[src/rtl/jam_cost_host.sv]
// Host side of the JAM engine: loads the 8x8 cost table over a valid/ready stream,
// runs the engine out of reset, serves Cost lookups and captures the result or a timeout.
module jam_cost_host #(
   parameter int unsigned TIMEOUT = 400000
) (
   input  logic        CLK,
   input  logic        RST,
   input  logic        ld_valid,
   input  logic [6:0]  ld_data,
   output logic        ld_ready,
   output logic        jam_rst,
   input  logic [2:0]  W,
   input  logic [2:0]  J,
   output logic [6:0]  Cost,
   input  logic        Valid,
   input  logic [9:0]  MinCost,
   input  logic [3:0]  MatchCount,
   output logic        done,
   output logic        err,
   output logic [9:0]  res_min,
   output logic [3:0]  res_cnt,
   output logic [19:0] run_cycles
);

   typedef enum logic [1:0] {IDLE, LOAD, RUN, DONE} state_t;

   localparam logic [19:0] TO_LAST = 20'(TIMEOUT - 1);
   localparam logic [19:0] TO_VAL  = 20'(TIMEOUT);

   state_t      state_q, state_d;
   logic [5:0]  idx_q;
   logic [5:0]  wr_idx;
   logic [19:0] cnt_q;
   logic [6:0]  table_q [64];
   logic        accept;
   logic        timeout_hit;

   assign ld_ready    = (state_q != RUN);
   assign accept      = ld_valid & ld_ready;
   // A load begun from IDLE or DONE always lands at index 0, whatever idx_q holds.
   assign wr_idx      = (state_q == LOAD) ? idx_q : '0;
   assign timeout_hit = (cnt_q == TO_LAST);
   assign Cost        = table_q[{W, J}];

   always_comb begin
      state_d = state_q;
      case (state_q)
         IDLE:    if (accept) state_d = LOAD;
         LOAD:    if (accept && idx_q == 6'd63) state_d = RUN;
         RUN:     if (Valid || timeout_hit) state_d = DONE;
         DONE:    if (accept) state_d = LOAD;
         default: state_d = IDLE;
      endcase
   end

   always_ff @(posedge CLK) begin
      if (RST) begin
         state_q    <= IDLE;
         jam_rst    <= 1'b1;
         idx_q      <= '0;
         cnt_q      <= '0;
         done       <= 1'b0;
         err        <= 1'b0;
         res_min    <= '0;
         res_cnt    <= '0;
         run_cycles <= '0;
      end else begin
         state_q <= state_d;
         jam_rst <= (state_d != RUN);
         if (accept) idx_q <= wr_idx + 6'd1;

         if (state_q != RUN)    cnt_q <= '0;
         else if (cnt_q != '1) cnt_q <= cnt_q + 20'd1;

         if (state_q == RUN) begin
            if (Valid) begin
               res_min    <= MinCost;
               res_cnt    <= MatchCount;
               run_cycles <= cnt_q;
               done       <= 1'b1;
               err        <= 1'b0;
            end else if (timeout_hit) begin
               run_cycles <= TO_VAL;
               done       <= 1'b1;
               err        <= 1'b1;
            end
         end else if (state_q == DONE && accept) begin
            done <= 1'b0;
            err  <= 1'b0;
         end
      end
   end

   // Table is not reset; every run is preceded by a full rewrite.
   always_ff @(posedge CLK) begin
      if (accept) table_q[wr_idx] <= ld_data;
   end

endmodule

[config.mk]
export PLATFORM = sky130hd
export DESIGN_NAME = jam_cost_host
export DESIGN_NICKNAME = d
export VERILOG_FILES = /design/src/rtl/jam_cost_host.sv
export SDC_FILE = /design/constraint.sdc
export NUM_CORES = 1
export LEC_CHECK = 0
export BUFFER_PORTS_ARGS = -buffer_cell sky130_fd_sc_hd__buf_2
export CAP_MARGIN = 10
export CORE_MARGIN = 5
export CORE_UTILIZATION = 50
export DETAILED_ROUTE_END_ITERATION = 8
export PLACE_DENSITY = 0.64
export SLEW_MARGIN = 20
export SYNTH_ARGS = -nofsm -noshare
export SYNTH_HDL_FRONTEND = slang
export SYNTH_SLANG_ARGS = --single-unit
[constraint.sdc]
create_clock -name CLK -period 2.9 [get_ports CLK]
set_input_delay 0.145 -clock CLK [delete_from_list [all_inputs] [get_ports CLK]]
set_output_delay 0.145 -clock CLK [all_outputs]
set_load 0.03 [all_outputs]
# Yosys cells after proc, flatten, opt, wreduce, memory -nomap -nowiden
# Memory sizes are Yosys's and may differ from the RTL's.
# Index checks and enable logic that the tools add are counted.
# totals
reg_bits	65
ram_bits	448
in_bits	31
out_inout_bits	45
word_cells	48
memories	1
# classes
add_sub_neg	2
eq_ne	9
muxes	15
bitwise	1
reduce_logical	11
# mem_list
name	words	word_bits	rd	rd_ports_with_merged_regs	write_ports	line	rtl
table_q	64	7	1	0	1	34	logic [6:0] table_q [64];
# op_table
op	n
20-bit 2-to-1 mux	2
20-bit by 1-bit adder with 20-bit output, second input constant	1
20-bit by 19-bit == test with 1-bit output, second input constant	1
20-bit inequality test, second input constant	1
1-bit 2-to-1 mux	8
6-bit by 1-bit adder with 6-bit output, second input constant	1
6-bit == test, second input constant	1
2-bit 2-to-1 mux	3
6-bit 2-to-1 mux	1
2-bit one-hot mux with 3 select lines	1
2-bit AND reduction	3
2-bit == test, second input constant	2
2-bit inequality test, second input constant	2
2-bit nonzero test	2
2-bit OR reduction	2
3-bit inequality test, second input constant	1
2-bit by 1-bit == test with 1-bit output, second input constant	1
1-bit logical AND	2
2-bit logical NOT	1
1-bit bitwise AND	1
1-bit logical OR	1

# Logic depth before layout (Yosys ltp)
# Gate-level depths: netlist of run 1.
# depth
ltp_word	6
ltp_mapped	9
ltp_nobuf	8

# Worst setup path before layout of run 1
# No wires, ideal clock.
# synth_timing
kind	reg2reg
startpoint	reg state_q[0]
endpoint	mem table_q[44][0] (enable)
setup_ns	0.390
arrival_time_ns	2.191
required_ns	2.510
path_slack_ns	0.319
path_stages_with_launch	8
path_buffers	2
period_less_slack_ns	2.581
path_cell_list	dfxtp_1 -> inv_1 -> ha_1 -> clkbuf_1 -> nor2b_1 -> clkbuf_1 -> nand4_1 -> nor4_1
# synth_via
elab_chain_len	4
word_cells_on_any_way	6
classes_between	2 x eq/ne; 3 x mux; 1 x bitwise
# synth_lines
item	line	rtl
from (decl)	30	state_t state_q, state_d;
from (signal assigned)	68	state_q <= state_d;
2-bit inequality test	38	assign ld_ready = (state_q != RUN);
1-bit bitwise AND	39	assign accept = ld_valid & ld_ready;
1-bit 2-to-1 mux	96	if (accept) table_q[wr_idx] <= ld_data;
1-bit 2-to-1 mux (implied by the code)	96	
to (decl)	34	
# Several ways; a longest one is shown, not always the timed one.

# Worst setup path after layout of run 1
# layout_timing
startpoint	mem table_q[50][0]
endpoint	out Cost[0]
# layout_via
elab_chain_len	1
# layout_lines
item	line	rtl
memory read 64 x 7 bit	n/a	
to (decl)	14	output logic [6:0] Cost,
# No other way between the ends.

==> reports/results.txt, run 1 <==
Max-slew headroom: 28.33%
Post-Syn Area: 20260 µm²
CTS H-Tree Depth: 2
Worst-Skew Late Latency: 0.58 ns
Residual DRC: 0
GPL Wtd Cong: 0.8334
Area growth, synth to finish: 16.03%
Core box area: 39910 µm²
Final Hold Viols: 0
Max-slew violations: 0
Post-route minimum period: 2.818 ns
Async SR Flop Fraction: 0%
Hold Path Origin: ld_valid
FMAX: 354.8 MHz
Setup_tns: 0 ns
Finished Layout Cells: 1921
Diodes inserted: 0
Chip Height: 211.3 µm
Die Wd: 211.3 µm
Via/cell ratio: 5.999
CTS Sinks: 513
Gr usage total: 21.54%
Die footprint: 44640 µm²
Outcome: finished clean
Longest Clk Path Bufs: 3
Post-DRT Antenna Nets: 0
Dpl hpwl: 30.42 mm
VDD IR max: 0.3935 mV
Mapped Cells: 1188
Post-synth EDFFs: 448
Num CTS Buffers: 51
Startpoint Class: flop
Synth Register Bits: 513
Global-route wire length before repair: 72.35 mm
Worst EP arrival: 2.67 ns
Hold Path Cell Cnt: 5
Initial Util: 50.75%
Layout cells sized above 1: 26.22%
Post-Syn Nets: 1225
GRT overflow: 0
Post-synthesis sequential area ratio: 72.84%
Leak: 7.668 nW
WS Path Type: reg -> out
Vias in the first global route: 11.72k
Syn Area/Cell: 17.05 µm²
Hold Path End: idx_q[1]
Worst Max-Slew Pin Slew: 1.068 ns
Reg-to-Reg End: table_q[56][1]
Final setup fails: 0
Maximum fanout along the worst path: 1
Critical Path RT: 2.76 ns
Setup crit end kind: primary output
Post-CTS Setup Repair Bufs: 0
# rows: 73
I/O pin total: 76
Final wirelength: 47.48 mm
Worst hold path class: in -> reg
Port-buffer cells: 75
Pwr Density: 668.7 nW/µm²
Yosys synthesis warning count: 0
CTS tree: yes
CTS clock-pin slew for the worst setup and hold paths: 0.06 ns
Main synth FF type: edfxtp_1
Final nets: 1394
Layout fillers: 2945
Largest net degree at the start of global routing: 65
Post-synthesis cell type count: 55
Via count: 11.53k
Worst R2R Start: state_q[0]
Clk_skew: 0.01880 ns
DR WL/cell: 24.72 µm
Flop-to-flop setup slack: 0.21 ns
Max Cap Violations: 0
Fin crit share: 97.18%
Placed Cells: 1813
Root Driver: clkbuf_16
RSZ-0062 raised after global routing: false
Reg2Reg Depth: 5
Antenna violations before repair: 1
Pre-Repair DR Iteration Count: 5
Initial DRC Count: 1225
[cell type report]
cell class                      instances  area, µm²  area share (%)
Clock buffer                           63       1396           5.941
Clock inverter                         29      191.4          0.8144
Inverter                                5      18.77         0.07985
Multi-Input combinational cell        599       5147           21.90
Sequential cell                       513      14750           62.77
Tap cell                              525      656.9           2.795
Timing Repair Buffer                  187       1340           5.701
[per-stage QoR]
stage	worst slack, ns	hold WS, ns	area, µm²	util, %	power (mW)
floorplan	0.3191	0.2439	20260	-	9.102
global placement	0.3005	0.3851	21750	54.50	9.566
detailed placement	0.2113	0.3933	21750	54.50	9.594
CTS	0.1353	0.04034	23500	58.88	15.84
global route	0.001736	0.1108	23510	58.89	16.27
finish	0.08182	0.07306	23510	58.89	15.72
[flip-flops by register name (all words and copies together), names as in the netlist]
register / flops
run_cycles: 20
state_q: 2
done: 1
res_cnt: 4
cnt_q: 20
err: 1
jam_rst: 1
res_min: 10
table_q: 448
idx_q: 6
[worst max-delay path, cell delays in order, from the launching register on]
cell and delay (ns):
edfxtp_1 0.37, mux4_2 0.48, a22oi_1 0.22, a31oi_1 0.18
o21ai_0 0.50, nand2_1 0.15, buf_2 0.21
[where the power goes]
part           internal, mW  leakage, nW  switching, mW  total [mW]
clock                  3.58        0.787           2.69        6.26
sequential             8.11         4.55         0.0530        8.16
combinational         0.438         2.33          0.857        1.29
[how the worst max path moves through the flow]
| stage | slack (ns) | start | end | cells after the start |
|---|---|---|---|---|
| 6_report | 0.08 | table_q[50][0] | Cost[0] | 6 |
| 5_1_grt | 0.002 | state_q[0] | table_q[32][0] | 6 |
| 4_1_cts | 0.14 | table_q[51][5] | Cost[5] | 6 |
| 3_5_place_dp | 0.21 | state_q[0] | table_q[16][0] | 5 |
| 3_3_place_gp | 0.30 | J[1] | Cost[5] | 9 |
| 2_1_floorplan | 0.32 | state_q[0] | table_q[44][0] | 7 |
[logic make-up (layout without fill, tap and decap cells)]
family / Yosys count / after routing / share of synthesized area [%]
multiplexers: 117 / 117 / 12.71
XOR/XNOR: 10 / 10 / 0.4323
adder cells (fa/ha/maj): 6 / 6 / 0.3706
AND/OR/NAND/NOR: 327 / 327 / 7.505
AO/OA/AOI/OAI: 139 / 139 / 4.379
buffers and inverters: 76 / 284 / 1.767
flip-flops: 513 / 513 / 72.84
[metal layers]
metal / GRT usage, % / routed length [µm] / up-vias
met1: 30.47 / 19660 / 5928
met4: 6.729 / 1365 / 2
met2: 34.69 / 22990 / 451
met3: 3.802 / 3464 / 80
li1: - / - / 5064
met5: 0 / 8 / -
[cells in the mapped netlist (5+ instances only)]
master	count	area share [%]
a21oi_1	36	0.89
a31oi_1	13	0.40
buf_1	5	0.093
and2_1	6	0.19
inv_1	5	0.093
or2_2	5	0.15
buf_4	13	0.48
nor3_1	19	0.47
o22ai_1	24	0.74
o21ai_0	16	0.40
buf_2	13	0.32
nand2_1	81	1.5
ha_1	6	0.37
edfxtp_1	448	66
clkbuf_1	39	0.72
nand3_1	38	0.94
a211oi_1	11	0.41
a22oi_1	11	0.41
dfxtp_1	65	6.4
nor2b_1	13	0.40
mux4_2	112	12
nor2_1	114	2.1
nand2b_1	11	0.34
nand4_1	13	0.40
nor4_1	7	0.22
xnor2_1	6	0.26
[what timing repair did]
item / in CTS / in global routing
gates resized for setup: 0 / 1
endpoints found under the hold margin: 36 / 0
hold buffers: 16 / 0
endpoints found under the setup margin: 0 / 4
[placed cells by master (no fill, tap or decap), drive strengths merged, types with 5 or more instances in the layout]
cell / n
edfxtp: 448
buf: 171
nor2: 114
mux4: 112
nand2: 81
dfxtp: 65
clkbuf: 63
nand3: 39
a21oi: 36
clkinv: 26
o22ai: 24
o21ai: 20
nor3: 19
dlygate4sd3: 16
nor2b: 13
a31oi: 13
nand4: 13
nand2b: 11
a22oi: 11
a211oi: 11
nor4: 8
and2: 6
xnor2: 6
ha: 6
inv: 6
or2: 5
(Power assumes the default switching activity.)
==> run 2, diff against run 1 <==
- SETUP_SLACK_MARGIN: not set -> 0.2
==> run 2 against run 1 <==
Compared with the run above:
- count of clock-buffer cells in the layout did not move
- via count fell by 0.29%
- routed wire length fell by 0.27%
- largest cell class unchanged
- largest power group unchanged
- utilization barely moved
==> reports/results.txt, run 2 (synthesized netlist as in run 1, its figures left out) <==
Outcome: finished clean
Reg2Reg Depth: 6 (+1)
Post-DRT Antenna Nets: 0 (unchanged)
Max Cap Violations: 0 (unchanged)
Die footprint: 44640 µm² (unchanged)
Worst hold path class: in -> reg
Root Driver: clkbuf_16
Die Wd: 211.3 µm (unchanged)
Global-route wire length before repair: 72.35 mm (unchanged)
Area growth, synth to finish: 16.11% (about the same)
Largest regs: table_q x448, cnt_q x20, run_cycles x20
Antenna violations before repair: 0 (-1)
Commonest non-fill, non-tap cell in the layout: edfxtp_1
Max-slew headroom: 40.75% (+12 points)
VDD IR max: 0.3934 mV (about the same)
Max FFs per register: 448 (unchanged)
CTS tree: yes
Largest register by flop count: table_q
Setup_tns: 0 ns (unchanged)
Final wirelength: 47.36 mm (-0.27%)
CTS clock-pin slew for the worst setup and hold paths: 0.06 ns (about the same)
Critical Path RT: 2.76 ns (about the same)
Final Hold Viols: 0 (unchanged)
Finished Layout Cells: 1921 (unchanged)
Largest net degree at the start of global routing: 65 (unchanged)
Via/cell ratio: 5.982 (-0.29%)
Pwr Density: 668.3 nW/µm² (about the same)
Hold Path End: idx_q[1]
DR WL/cell: 24.65 µm (-0.27%)
Port-buffer cells: 75 (unchanged)
Initial Util: 50.75% (unchanged)
Worst Max-Slew Pin Slew: 0.8888 ns (-0.1791 ns)
Hold Path Cell Cnt: 5 (unchanged)
Layout cells sized above 1: 26.50% (+0.29 points)
Post-CTS Setup Repair Bufs: 0 (unchanged)
Worst EP arrival: 2.45 ns (-0.22 ns)
Fin crit share: 89.62% (-7.6 points)
Residual DRC: 0 (unchanged)
Worst R2R Start: state_q[0]
GPL Wtd Cong: 0.8334 (unchanged)
Max-slew violations: 0 (unchanged)
I/O pin total: 76 (unchanged)
GRT overflow: 0 (unchanged)
Num CTS Buffers: 51 (unchanged)
FMAX: 384.8 MHz (+8.4%)
Startpoint Class: flop
# rows: 73 (unchanged)
Dpl hpwl: 30.42 mm (unchanged)
Clk_skew: 0.01709 ns (-0.001713 ns)
Core box area: 39910 µm² (unchanged)
Setup crit end kind: primary output
Hold Slack: 0.07493 ns (+0.001866 ns)
Hold Path Origin: ld_valid
Diodes inserted: 0 (unchanged)
Via count: 11.49k (-0.29%)
CTS Sinks: 513 (unchanged)
Reg-to-Reg End: table_q[17][1]
Longest Clk Path Bufs: 3 (unchanged)
Maximum fanout along the worst path: 1 (unchanged)
Leak: 7.672 nW (about the same)
CTS H-Tree Depth: 2 (unchanged)
RSZ-0062 raised after global routing: false
Post-route minimum period: 2.599 ns (-0.2193 ns)
Final setup fails: 0 (unchanged)
Chip Height: 211.3 µm (unchanged)
Placed Cells: 1813 (unchanged)
Flop-to-flop setup slack: 0.39 ns (+0.18 ns)
Pre-Repair DR Iteration Count: 5 (unchanged)
WS Path Type: reg -> out
Initial DRC Count: 1088 (-11%)
Gr usage total: 21.54% (unchanged)
Worst-Skew Late Latency: 0.58 ns (about the same)
Most frequent cells in the layout: edfxtp_1, nor2_1, mux4_2
Vias in the first global route: 11.72k (unchanged)
Final nets: 1394 (unchanged)
run 2: cell count changes in the layout (fill, tap and decap cells not counted):
cell / change
nor2b_2: +1
o22ai_2: +1
o21ai_2: +2
o22ai_1: -1
o21ai_0: -2
nor2b_1: -1
run 2: final cells by class:
class / instances / area, µm²
Timing Repair Buffer: 187 / 1340
Inverter: 5 / 18.77
Clock buffer: 63 / 1396
Fill cell: 2943 / 16390
Tap cell: 525 / 656.9
Multi-Input combinational cell: 599 / 5164
Clock inverter: 29 / 191.4
Sequential cell: 513 / 14750
run 2: critical path, stage by stage, from the launching register on:
cell	delay, ns
edfxtp_1	0.36
mux4_2	0.50
o22ai_1	0.19
a2111oi_0	0.14
buf_4	0.18
o21ai_0	0.15
nand2_1	0.14
buf_2	0.21
run 2: metal layers:
metal  GRT usage (%)  vias up  wire (µm)
met5               0        -          0
met4           6.729        0       1272
met3           3.802       74       3207
met2           34.69      430      23000
met1           30.47     5922      19880
li1                -     5066          -
run 2: worst max-delay path by stage:
stage	start	to	slack [ns]	depth (start not counted)
global route	table_q[51][5]	Cost[5]	0.21	6
floorplan	state_q[0]	table_q[44][0]	0.32	7
CTS	state_q[0]	table_q[16][2]	0.19	5
finish	table_q[27][1]	Cost[1]	0.30	7
detailed placement	state_q[0]	table_q[16][0]	0.21	5
global placement	J[1]	Cost[5]	0.30	9
run 2: report_power, final:
part	internal [mW]	switching (mW)
Clock	3.58	2.68
Combinational	0.440	0.860
Sequential	8.11	0.0526
run 2: what timing repair did:
item                       4_1_cts  5_1_grt
setup endpoints to repair        8       77
resized for setup                2        5
hold endpoints to repair        36        0
pin swaps                        0        0
hold buffers                    16        0
run 2: per-stage QoR:
step	total power, mW	area, µm²	utilization (%)	worst slack, ns
after CTS	15.84	23500	58.88	0.1930
after global placement	9.566	21750	54.50	0.3005
after detailed placement	9.594	21750	54.50	0.2113
after floorplan	9.102	20260	-	0.3191
final	15.72	23520	58.93	0.3011
after global routing	16.28	23520	58.93	0.2063
